<file path="src/rtl/mq_cxd_buffer.sv">
// CX/D symbol buffer between read_fifo and the MQ encoder.
// Captures drained bytes, presents them FWFT with valid/ready, and sequences the end-of-codeblock flush.
module mq_cxd_buffer #(
    parameter int unsigned DEPTH = 8,
    parameter int unsigned AW    = 3,
    parameter int unsigned CNT_W = 16
) (
    input  logic             clk_rd,
    input  logic             rst_syn,
    input  logic [7:0]       fifo_out,
    input  logic [9:0]       rd_vld,
    input  logic             start_aga,
    output logic             stop_rd,
    output logic [4:0]       cx_out,
    output logic             d_out,
    output logic [1:0]       tag_out,
    output logic             cxd_valid,
    input  logic             cxd_ready,
    output logic             flush_req,
    input  logic             flush_ack,
    output logic             busy,
    output logic [CNT_W-1:0] sym_cnt,
    output logic             ovf_err
);

    localparam int unsigned CW = AW + 1;

    typedef enum logic [1:0] {
        ST_IDLE,
        ST_RUN,
        ST_DRAIN,
        ST_FLUSH
    } state_t;

    state_t          r_state;
    logic [7:0]      r_mem [DEPTH];
    logic [AW-1:0]   r_wr_ptr;
    logic [AW-1:0]   r_rd_ptr;
    logic [CW-1:0]   r_count;
    logic            r_vld_d;
    logic [CNT_W-1:0] r_sym_cnt;
    logic            r_ovf_err;

    logic            w_full;
    logic            w_pop;
    logic            w_push_ok;
    logic [CW-1:0]   w_level;

    assign w_full    = (r_count == CW'(DEPTH));
    assign w_pop     = cxd_valid & cxd_ready;
    // A push into a full buffer is only safe when the head leaves in the same cycle.
    assign w_push_ok = r_vld_d & (~w_full | w_pop);
    assign w_level   = r_count + CW'(r_vld_d);

    assign cxd_valid = (r_count != '0);
    assign {tag_out, cx_out, d_out} = r_mem[r_rd_ptr];
    assign stop_rd   = (w_level >= CW'(DEPTH - 1)) | (r_state == ST_FLUSH);
    assign flush_req = (r_state == ST_FLUSH);
    assign busy      = (r_state != ST_IDLE);
    assign sym_cnt   = r_sym_cnt;
    assign ovf_err   = r_ovf_err;

    // Storage array: contents need no reset.
    always_ff @(posedge clk_rd) begin
        if (w_push_ok) begin
            r_mem[r_wr_ptr] <= fifo_out;
        end
    end

    // Pointers, occupancy and error flag.
    always_ff @(posedge clk_rd) begin
        if (rst_syn) begin
            r_wr_ptr  <= '0;
            r_rd_ptr  <= '0;
            r_count   <= '0;
            r_vld_d   <= 1'b0;
            r_ovf_err <= 1'b0;
        end else begin
            r_vld_d <= |rd_vld;
            if (w_push_ok) begin
                r_wr_ptr <= r_wr_ptr + AW'(1);
            end
            if (w_pop) begin
                r_rd_ptr <= r_rd_ptr + AW'(1);
            end
            if (r_vld_d & w_full & ~w_pop) begin
                r_ovf_err <= 1'b1;
            end
            case ({w_push_ok, w_pop})
                2'b10:   r_count <= r_count + CW'(1);
                2'b01:   r_count <= r_count - CW'(1);
                default: r_count <= r_count;
            endcase
        end
    end

    // Codeblock sequencer and symbol counter.
    always_ff @(posedge clk_rd) begin
        if (rst_syn) begin
            r_state   <= ST_IDLE;
            r_sym_cnt <= '0;
        end else begin
            if (w_pop && (r_sym_cnt != '1)) begin
                r_sym_cnt <= r_sym_cnt + CNT_W'(1);
            end
            case (r_state)
                ST_IDLE: begin
                    if (r_vld_d) begin
                        r_state <= ST_RUN;
                    end
                end
                ST_RUN: begin
                    if (start_aga) begin
                        r_state <= ST_DRAIN;
                    end
                end
                ST_DRAIN: begin
                    if (!start_aga) begin
                        r_state <= ST_RUN;
                    end else if ((r_count == '0) && !r_vld_d) begin
                        r_state <= ST_FLUSH;
                    end
                end
                ST_FLUSH: begin
                    if (flush_ack) begin
                        r_state   <= ST_IDLE;
                        r_sym_cnt <= '0;
                    end
                end
                default: r_state <= ST_IDLE;
            endcase
        end
    end

endmodule

</file>
<file path="config.mk">
export PLATFORM = sky130hd
export DESIGN_NAME = mq_cxd_buffer
export DESIGN_NICKNAME = d
export VERILOG_FILES = /design/src/rtl/mq_cxd_buffer.sv
export SDC_FILE = /design/constraint.sdc
export NUM_CORES = 1
export LEC_CHECK = 0
export ABC_AREA = 0
export ABC_CLOCK_PERIOD_IN_PS = 3950
export CAP_MARGIN = 10
export CORE_MARGIN = 5
export CORE_UTILIZATION = 47
export DETAILED_ROUTE_END_ITERATION = 10
export PLACE_DENSITY = 0.69
export RECOVER_POWER = 100
export SLEW_MARGIN = 30
export SYNTH_ARGS = -nofsm -noshare
export SYNTH_HDL_FRONTEND = slang
export SYNTH_SLANG_ARGS = --single-unit
</file>
<file path="constraint.sdc">
create_clock -name clk_rd -period 3.95 [get_ports clk_rd]
set_input_delay 0.5925 -clock clk_rd [delete_from_list [all_inputs] [get_ports clk_rd]]
set_output_delay 0.5925 -clock clk_rd [all_outputs]
set_load 0.03 [all_outputs]
</file>
[Word-level counts from Yosys, hierarchy flattened]
Memories as Yosys holds them, arrays and structs flattened. A register that Yosys moved wholly into a read port is not among the register bits.
Index checks and enable logic that the tools add are counted.
Operators by class
  add/subtract/negate cells: 6
  $mul: 0
  div/mod/pow operators: 0
  $lt $le $gt $ge: 1
  equal/unequal tests: 11
  shift operators: 0
  mux-type cells: 14
  bitwise logic cells: 8
  reduce and logical (&&, ||, !) cells: 10
Operators with widths (number)
  2-to-1 mux 16 bit: 3
  adder 16 x 1 -> 16 bit, second input constant: 1
  != test 16 bit, second input constant: 1
  2-to-1 mux 2 bit: 5
  OR reduction 10 bit: 1
  case mux 2 bit (4 select lines): 1
  case mux 4 bit (2 select lines): 1
  adder 3 x 1 -> 3 bit, second input constant: 2
  equality test 2 bit, second input constant: 3
  2-to-1 mux 3 bit: 2
  adder 4 x 1 -> 4 bit: 1
  adder 4 x 1 -> 4 bit, second input constant: 1
  AND 1 bit: 4
  equality test 2 x 1 -> 1 bit, second input constant: 2
  equality test 4 bit, second input constant: 1
  greater-or-equal comparator 4 x 3 -> 1 bit, second input constant: 1
  zero test 4 bit: 1
  != test 2 bit, second input constant: 2
  AND reduction 4 bit: 1
  nonzero test 2 bit: 2
  nonzero test 4 bit: 1
  subtractor 4 x 1 -> 4 bit, second input constant: 1
  != test 3 bit, second input constant: 1
  logical AND 1 bit: 2
  6 further kinds: 9
Storage, ports and cells
  register bits after elaboration: 30
  bits in latches: 0
  RAM bits: 64
  bits in read-only memories: 0
  output and inout bits: 29
  word-level logic and storage cells: 58
  memories kept: 1
Memories
  r_mem: words 8, width 8, rd ports 1, clocked after memory_dff 1, wr ports 1, RTL line 36  | logic [7:0] r_mem [DEPTH];

[Longest topological paths before layout]
Gate-level depths: netlist of the first run.
  depth after elaboration: 6
  depth in mapped cells: 9
  depth with buffers taken out: 8

[Least setup slack after synthesis of the first run]
No wires, ideal clock.
  kind: register -> register
  from: register r_count[0]
  to: register r_count[2]
  setup time: 73 ps
  arrival time: 2513 ps
  required time: 3877 ps
  path slack: 1364 ps
  stages on the path, launching flop included: 10
  buffers on the path: 1
  path through: dfxtp_1 -> buf_6 -> o41ai_2 -> nor2_2 -> xor2_1 -> ha_1 -> or4b_1 -> mux2_4 -> and3b_1 -> nor3_2
On the way
  cells in the longest elaborated chain, start to end: 6
RTL lines
  from (decl): RTL line 39  | logic [CW-1:0] r_count;
  from (signal assigned): RTL line 90  | 2'b10: r_count <= r_count + CW'(1);
  from (signal assigned): RTL line 91  | 2'b01: r_count <= r_count - CW'(1);
  from (signal assigned): RTL line 92  | default: r_count <= r_count;
  nonzero test 4 bit / equality test 4 bit (equally long branches): RTL line 55, 49
  AND 1 bit / NOT 1 bit (equally long branches): RTL line 50, 52
  OR 1 bit: RTL line 52  | assign w_push_ok = r_vld_d & (~w_full | w_pop);
  AND 1 bit: RTL line 52
  equality test 2 x 1 -> 1 bit / equality test 2 bit (equally long branches): RTL line 89  | case ({w_push_ok, w_pop})
  case mux 4 bit (2 select lines) / nonzero test 2 bit (equally long branches)
Parallel ways exist; a longest one is shown, timed or not.
A chain may end at the register's enable or synchronous reset.

[Worst setup path after layout of the first run]
Same ends and word-level chain as after synthesis.

==> results.cfg, run 1 <==
[critical_path]
crit_required_ps = 4230
crit_fanout = 10
critPathKind = register to register
worstPathArrival_ps = 3490
cp-startpoint = r_count[0]
endpoint_kind = register
startpoint_type = register
reg2reg_from = r_count[0]
rr_worst_depth = 8

[power]
p_int_mw = 1.72
clkPwrFrac_pct = 27.1
vdd_drop_max_mv = 0.346
powerDensity_nw_per_um2 = 490
switching_share_pct = 29.7
power_leakage_nw = 1.68
switchingPower_mw = 0.727
comb_power_share_pct = 24.0
totalPowerFinal_mw = 2.45
seq_power_share_pct = 48.9

[route]
drt-wirelength-per-cell_um = 17.2
drcViolationCount = 0
vias_per_cell = 5.78
wl_um = 8120
dr.pass1.iters = 4
detail-route-antenna-nets = 0
vias = 2723
drt_iter0_drc = 130

[timing]
hold_violations = 0
maxSlewHeadroom_pct = 10.5
setup_tns_ps = 0
setup-violations-final = 0
hold-worst-slack_ps = 491
max_freq_ghz = 0.311
post-route-period-util_pct = 81.3
drv_slew = 0
finalCriticalPeriod_ps = 3210
skew_ps = 13.6
rsz0062_at_grt = false
tightest_slew_ps = 1320

[global_route]
grt_use_total_pct = 15.4
grt_pass1_wl_um = 13500
grt_pass1_vias = 2698
gr-total-overflow = 0
antenna_found_initial = 0
grt_max_degree = 20

[finish]
diodes = 0
nets = 387
syn_to_final_growth_pct = 18.9
drive_above_1_share_pct = 13.8

[hold_path]
hold_depth = 2
hold_path_class = register to register
hp-start = ovf_err

[clock_network]
cts_setup_buffers = 0
cts_buffers = 9
htree_levels = 3
clkTransAtPathRegs_ps = 90
cts.sinks = 97
cts_resized = 0
root_buffer = clkbuf_8
clk_latency_ps = 360
cts_tree = built
cts_hold_buffers = 0
cts_max_path_buffers = 2

[logic_synthesis]
avgSynthCellArea_sq_um = 13.7
yosys.area.top_type = edfxtp_1
synth_area_sq_um = 4200
synth_fp_nets = 335
ys_ff_latch = 97
synth_edf_count = 64
ys_seq_area_share_pct = 61.5
yosysUniqueCellTypes = 55
synth_top_area_share_pct = 45.8
synthFlopType = edfxtp_1
ys_top_cells_by_area = edfxtp_1, dfxtp_1, mux4_2, a21oi_1, mux2_2
async_flop_share_pct = 0
synth-warning-count = 0
syn_inst = 306

[floorplan]
rows = 34
start_util_pct = 48.1
die_area_sq_um = 10900
coreArea_sq_um = 8720
ios = 52
dieWidth_um = 105
dieHeight_um = 105

[outcome]
status = finished, final reports clean

[flow_run]
drv_cap = 0

[placement]
gp_congestion = 0.792
portBuffers = 51
hpwl_um = 5380
==> cell usage in the layout, fill, tap and decap left out, types with 5 or more instances in the layout <==
master / instances
mux4_2: 16
nor3_1: 8
a31oi_1: 6
nor2_1: 17
a21oi_1: 18
dfxtp_1: 33
edfxtp_1: 64
mux2_2: 8
o21ai_0: 6
dlygate4sd3_1: 39
clkdlybuf4s50_1: 12
nand4_1: 7
xor2_1: 5
nand2_1: 16
ha_1: 6
nand3_1: 10
or4_1: 8
clkbuf_8: 10
o31ai_1: 7
==> per-stage QoR <==
step                utilization, %  worst slack (ps)  area [sq um]  std cells
finish                        57.3               738          4990        471
CTS                           57.6               802          5020        471
floorplan                        -              1360          4200        306
detailed placement            55.1               922          4810        455
global route                  57.3               418          4990        471
global placement              55.1               991          4810        455
==> cells in the mapped netlist (all sizes together) (2+ instances only) <==
cell	instances
nor2	18
a21oi	19
ha	6
clkbuf	5
dfxtp	33
o31ai	7
inv	4
nand4	7
edfxtp	64
nor4	3
or2	2
o41ai	3
o311ai	3
or4	8
nand3	10
o21ai	6
nand2	16
and3	3
xor2	5
nand2b	4
o211ai	4
buf	10
mux4	16
mux2	10
a31oi	6
nor3	9
and4	4
or3	3
nor2b	4
==> path summary, 6_finish.rpt <==
check,to,slack [ps]
min,ovf_err,490
max reg2reg,r_count[2],740
max,r_count[2],740
min reg2reg,ovf_err,490
==> power by group through the flow <==
stage	Sequential (mW)	Combinational [mW]	Clock [mW]
floorplan	1.18	0.491	0
global placement	1.22	0.620	0
detailed placement	1.22	0.627	0
CTS	1.20	0.629	0.684
global route	1.21	0.645	0.727
finish	1.20	0.587	0.664
==> critical path, stage by stage (launching register included) <==
cell	delay (ps)
dfxtp_1	410
o41ai_1	1180
nor2_2	90
xor2_1	200
ha_1	210
or4b_1	480
mux2_4	280
and3b_1	170
nor3_2	130
==> cell type report <==
class / count / area (sq um)
Sequential cell: 97 / 2580
Fill cell: 712 / 3730
Inverter: 4 / 15.0
Multi-Input combinational cell: 190 / 1520
Timing Repair Buffer: 56 / 533
Tap cell: 108 / 135
Clock inverter: 6 / 73.8
Clock buffer: 10 / 138
==> registers in the layout, summed over array words and instances (netlist names), named ones only <==
signal    flops
r_mem        64
sym_cnt      16
r_count       4
r_rd_ptr      3
r_wr_ptr      3
r_state       2
ovf_err       1
r_vld_d       1
==> metal layers <==
metal / wire length (um) / vias up / track usage, %
li1: - / 1318 / -
met1: 3840 / 1326 / 21.4
met2: 3850 / 67 / 23.7
met3: 315 / 12 / 3.04
met4: 116 / 0 / 6.29
met5: 0 / - / 0
==> kinds of logic (layout without fill, tap and decap cells) <==
kind of cell,after synthesis,after routing,synth area share (%)
AO/OA/AOI/OAI,55,55,8.91
multiplexers,27,27,11.6
XOR/XNOR,6,6,1.25
adder cells (fa/ha/maj),6,6,1.79
AND/OR/NAND/NOR,96,96,12.8
flip-flops,97,97,61.5
buffers and inverters,19,76,2.12
Power figures use the tool's default switching activity.
==> run 2, diff against run 1 <==
- ABC_CLOCK_PERIOD_IN_PS: 3950 -> 3100
- clock period: 3.95 -> 3.1 ns (I/O delays scaled with it)
==> run 2 against run 1 <==
First-iteration DRC count is 2.3% lower. Sequential share of layout area is 0.26 points lower. Via count is 1.8% higher. Design area is 0.50% higher. Hold slack worse by 5.1 ps. Combinational power is 33% higher. Worst setup slack worse by 510 ps. Highest routed layer unchanged. Clock-buffer cell count is 1 lower. Global-route usage is 0.21 points higher. Register-to-register slack worse by 250 ps. Non-clock buffer count is 9 higher.
==> results.cfg, run 2 (synthesis gave the netlist of run 1 again) <==
[outcome]
status = finished, final reports clean

[finish]
largest-register = r_mem
layout.cells.non_filler = 480
fin_util_pct = 57.5
drive_above_1_share_pct = 14.0
fin_area_sq_um = 5020
largest_register_ffs = 64
most-common-layout-cells = edfxtp_1, dfxtp_1, dlygate4sd3_1, clkdlybuf4s50_1, a21oi_1
nets = 396
diodes = 0
syn_to_final_growth_pct = 19.5
final_common_cell = edfxtp_1

[critical_path]
max_stage_delay_ps = 590
crit_required_ps = 2630
crit_buf_inv = 2
critPathKind = register to primary output
endpoint_kind = primary output
reg2reg_from = r_count[0]
path_delay_family = buffers and inverters
startpoint_type = register
worstPathArrival_ps = 2410
slowest_stage = clkdlybuf4s50_1
crit_fanout = 16
crit_chain = buf_4, mux4_2, mux2_2, clkdlybuf4s50_1

[power]
p_int_mw = 2.19
switching_share_pct = 30.0
switchingPower_mw = 0.937
power_leakage_nw = 1.68
clkPwrFrac_pct = 26.4
powerDensity_nw_per_um2 = 623
seq_power_share_pct = 48.5
comb_power_share_pct = 25.1
totalPowerFinal_mw = 3.12
vdd_drop_max_mv = 0.305

[placement]
portBuffers = 51
place_area_sq_um = 4880
post-place-ws_ps = 327
gp_congestion = 0.795
place_inst = 464
hpwl_um = 5540

[floorplan]
die_area_sq_um = 10900
coreArea_sq_um = 8720
dieWidth_um = 105
ios = 52
start_util_pct = 48.1
dieHeight_um = 105
rows = 34

[route]
drt_iter0_drc = 127
drcViolationCount = 0
vias_per_cell = 5.78
wl_um = 8200
vias = 2772
drt-wirelength-per-cell_um = 17.1
detail-route-antenna-nets = 0
dr.pass1.iters = 4

[global_route]
grt_max_degree = 18
grt_pass1_wl_um = 13700
grt_use_total_pct = 15.6
gr-total-overflow = 0
antenna_found_initial = 0
grt_pass1_vias = 2800

[clock_network]
cts.sinks = 97
cts_tree = built
cts_max_path_buffers = 2
cts_buffers = 9
htree_levels = 3
root_buffer = clkbuf_8
cts_hold_buffers = 0
cts_setup_buffers = 0
cts_resized = 0
clk_latency_ps = 360
clkTransAtPathRegs_ps = 90

[timing]
skew_ps = 12.4
setup-violations-final = 0
drv_slew = 0
hold_violations = 0
rsz0062_at_grt = false
tightest_slew_ps = 835
setup_tns_ps = 0
max_freq_ghz = 0.348
post-route-period-util_pct = 92.6
hold-worst-slack_ps = 486
maxSlewHeadroom_pct = 43.8
post-route-worst-setup-slack_ps = 230
finalCriticalPeriod_ps = 2870

[hold_path]
hp-start = ovf_err
hold_path_class = register to register

[flow_run]
drv_cap = 0
## run 2: cell count changes in the layout (fill, tap and decap cells not counted), sizes merged
cell	before	now
dlygate4sd3	39	31
clkdlybuf4s50	12	20
clkinvlp	2	3
clkbuf	14	19
buf	1	4
## run 2: path summary, 6_finish.rpt
check | slack, ps | cells after the start | endpoint
hold reg to reg | 490 | 2 | ovf_err
setup reg to reg | 490 | 8 | r_count[2]
setup / recovery | 230 | 4 | d_out
hold / removal | 490 | 2 | ovf_err
## run 2: power groups by stage
stage               registers, mW  logic [mW]  clock network [mW]
finish                       1.51       0.783               0.826
global route                 1.53       0.862               0.905
CTS                          1.52       0.831               0.849
detailed placement           1.55       0.827                   0
global placement             1.54       0.816                   0
floorplan                    1.51       0.626                   0
## run 2: final cells by class
cell class / count / area [sq um]
Sequential cell: 97 / 2580
Clock inverter: 7 / 77.6
Multi-Input combinational cell: 190 / 1510
Clock buffer: 9 / 124
Inverter: 4 / 15.0
Tap cell: 108 / 135
Timing Repair Buffer: 65 / 578
Fill cell: 728 / 3700
## run 2: worst min-delay path: stages, from the launching register on
cell     delay (ps)
dfxtp_1         340
a31oi_1          50
nor2_1           70
## run 2: routing by layer
| layer | up-vias | GRT usage [%] | share of wire (%) |
|---|---|---|---|
| li1 | 1345 | - | - |
| met1 | 1349 | 20.3 | 46 |
| met2 | 66 | 25.5 | 49 |
| met3 | 12 | 4.03 | 3.8 |
| met4 | 0 | 5.18 | 1.8 |
| met5 | - | 0 | 0 |
==> run 3, diff against run 2 <==
- CELL_PAD_IN_SITES_DETAIL_PLACEMENT: unset -> 0
- CELL_PAD_IN_SITES_GLOBAL_PLACEMENT: unset -> 1
- CORE_UTILIZATION: 47 -> 45
- PLACE_DENSITY: 0.69 -> unset
- PLACE_DENSITY_LB_ADDON: unset -> 0.1
==> run 3 against run 2 <==
Non-clock buffer count shrank 1. Power shrank 1.8%. Fmax increased by 0.51%. Sequential share of layout area increased by 0.12 points. Design area shrank 0.22%. Utilization down 2.8 points. Clock skew rose by 0.98 ps. Largest cell class unchanged. Global-route usage down 0.53 points. Clock power is 5.8% lower. First-iteration DRC count decreased by 39%. Sequential power hardly changed. Routed wire length is 0.90% lower.
==> results.cfg, run 3 (synthesis gave the netlist of run 1 again) <==
[outcome]
status = finished, final reports clean

[finish]
multi_input_area_sq_um = 1510
diodes = 0
largest-register = r_mem
nets = 395
drive_above_1_share_pct = 14.3
syn_to_final_growth_pct = 19.2
seq_area_sq_um = 2580
largest_register_ffs = 64
fill_cells = 792
most-common-layout-cells = edfxtp_1, dfxtp_1, dlygate4sd3_1, clkdlybuf4s50_1, a21oi_1
final_common_cell = edfxtp_1

[hold_path]
hold_end = ovf_err
hp-start = ovf_err
hold_path_class = register to register
hold_depth = 2

[placement]
portBuffers = 51
hpwl_um = 5380
gp_congestion = 0.719

[flow_run]
drv_cap = 0

[floorplan]
start_util_pct = 45.9
die_area_sq_um = 11400
rows = 35
dieHeight_um = 107
dieWidth_um = 107
coreArea_sq_um = 9150
ios = 52

[route]
drt_iter0_drc = 77
dr.pass1.iters = 5
drcViolationCount = 0
drt-wirelength-per-cell_um = 16.9
vias = 2700
wl_um = 8130
vias_per_cell = 5.60
detail-route-antenna-nets = 0

[critical_path]
worstPathArrival_ps = 2390
endpoint_kind = primary output
rr_worst_depth = 8
crit_fanout = 16
rrSetupSlack_ps = 540
crit_required_ps = 2630
critPathKind = register to primary output
r2r-end = r_count[2]
reg2reg_from = r_count[0]
startpoint_type = register

[clock_network]
htree_levels = 3
clkTransAtPathRegs_ps = 100
cts_tree = built
cts_resized = 0
cts.sinks = 97
root_buffer = clkbuf_8
cts_hold_buffers = 0
cts_setup_buffers = 0
clk_latency_ps = 360
cts_max_path_buffers = 2
cts_buffers = 9

[global_route]
grt_pass1_wl_um = 13400
grt_use_total_pct = 15.1
grt_pass1_vias = 2609
gr-total-overflow = 0
grt_max_degree = 20
antenna_found_initial = 0

[timing]
finalCriticalPeriod_ps = 2860
skew_ps = 13.4
maxSlewHeadroom_pct = 44.0
setup_tns_ps = 0
max_freq_ghz = 0.350
rsz0062_at_grt = false
setup-violations-final = 0
post-route-period-util_pct = 92.1
tightest_slew_ps = 833
hold-worst-slack_ps = 478
drv_slew = 0
hold_violations = 0

[power]
p_int_mw = 2.12
seq_power_share_pct = 49.2
totalPowerFinal_mw = 3.07
switching_share_pct = 30.9
power_leakage_nw = 1.68
switchingPower_mw = 0.949
clkPwrFrac_pct = 25.4
comb_power_share_pct = 25.4
powerDensity_nw_per_um2 = 612
vdd_drop_max_mv = 0.277
## run 3: cell types whose count changed in the layout (fill, tap and decap cells not counted)
cell,delta
inv_8,+2
bufinv_16,-1
clkdlybuf4s50_1,-1
buf_4,+1
clkinvlp_4,-1
clkbuf_1,-2
dlygate4sd3_1,+1
## run 3: through the flow
stage	worst slack (ps)	std cells	cell area [sq um]	utilization [%]
2_1_floorplan	514	306	4200	-
3_3_place_gp	389	466	4870	53.2
3_5_place_dp	315	466	4870	53.2
4_1_cts	190	482	5060	55.3
5_1_grt	89.8	482	5010	54.7
6_report	245	482	5010	54.7
## run 3: worst max-delay path by stage
stage               cells after the start          to
floorplan                               9  r_count[2]
finish                                  4   cx_out[0]
detailed placement                      9  r_count[2]
CTS                                     4       d_out
global placement                        9  r_count[2]
global route                            4   cx_out[0]
## run 3: power groups by stage
stage          Combinational (mW)  Clock, mW  Sequential (mW)
3_3_place_gp                0.822          0             1.55
3_5_place_dp                0.825          0             1.54
6_report                    0.779      0.778             1.51
5_1_grt                     0.858      0.857             1.52
4_1_cts                     0.830      0.801             1.51
2_1_floorplan               0.626          0             1.51
## run 3: critical path: stages (launching register included)
cell and delay, ps:
dfxtp_1 320, buf_4 300, mux4_2 540, mux2_2 280
clkdlybuf4s50_1 600
## run 3: cell type report
cell class | instances | share of cell area (%)
Tap cell | 111 | 2.77
Multi-Input combinational cell | 190 | 30.1
Inverter | 4 | 0.300
Timing Repair Buffer | 64 | 11.5
Clock buffer | 9 | 2.47
Sequential cell | 97 | 51.6
Clock inverter | 7 | 1.25
## run 3: layer usage
layer	GRT usage (%)	vias up	part of all wire (%)
li1	-	1332	-
met1	20.0	1318	46
met2	24.6	44	50
met3	3.67	6	3.7
met4	4.38	0	0.75
met5	0	-	0
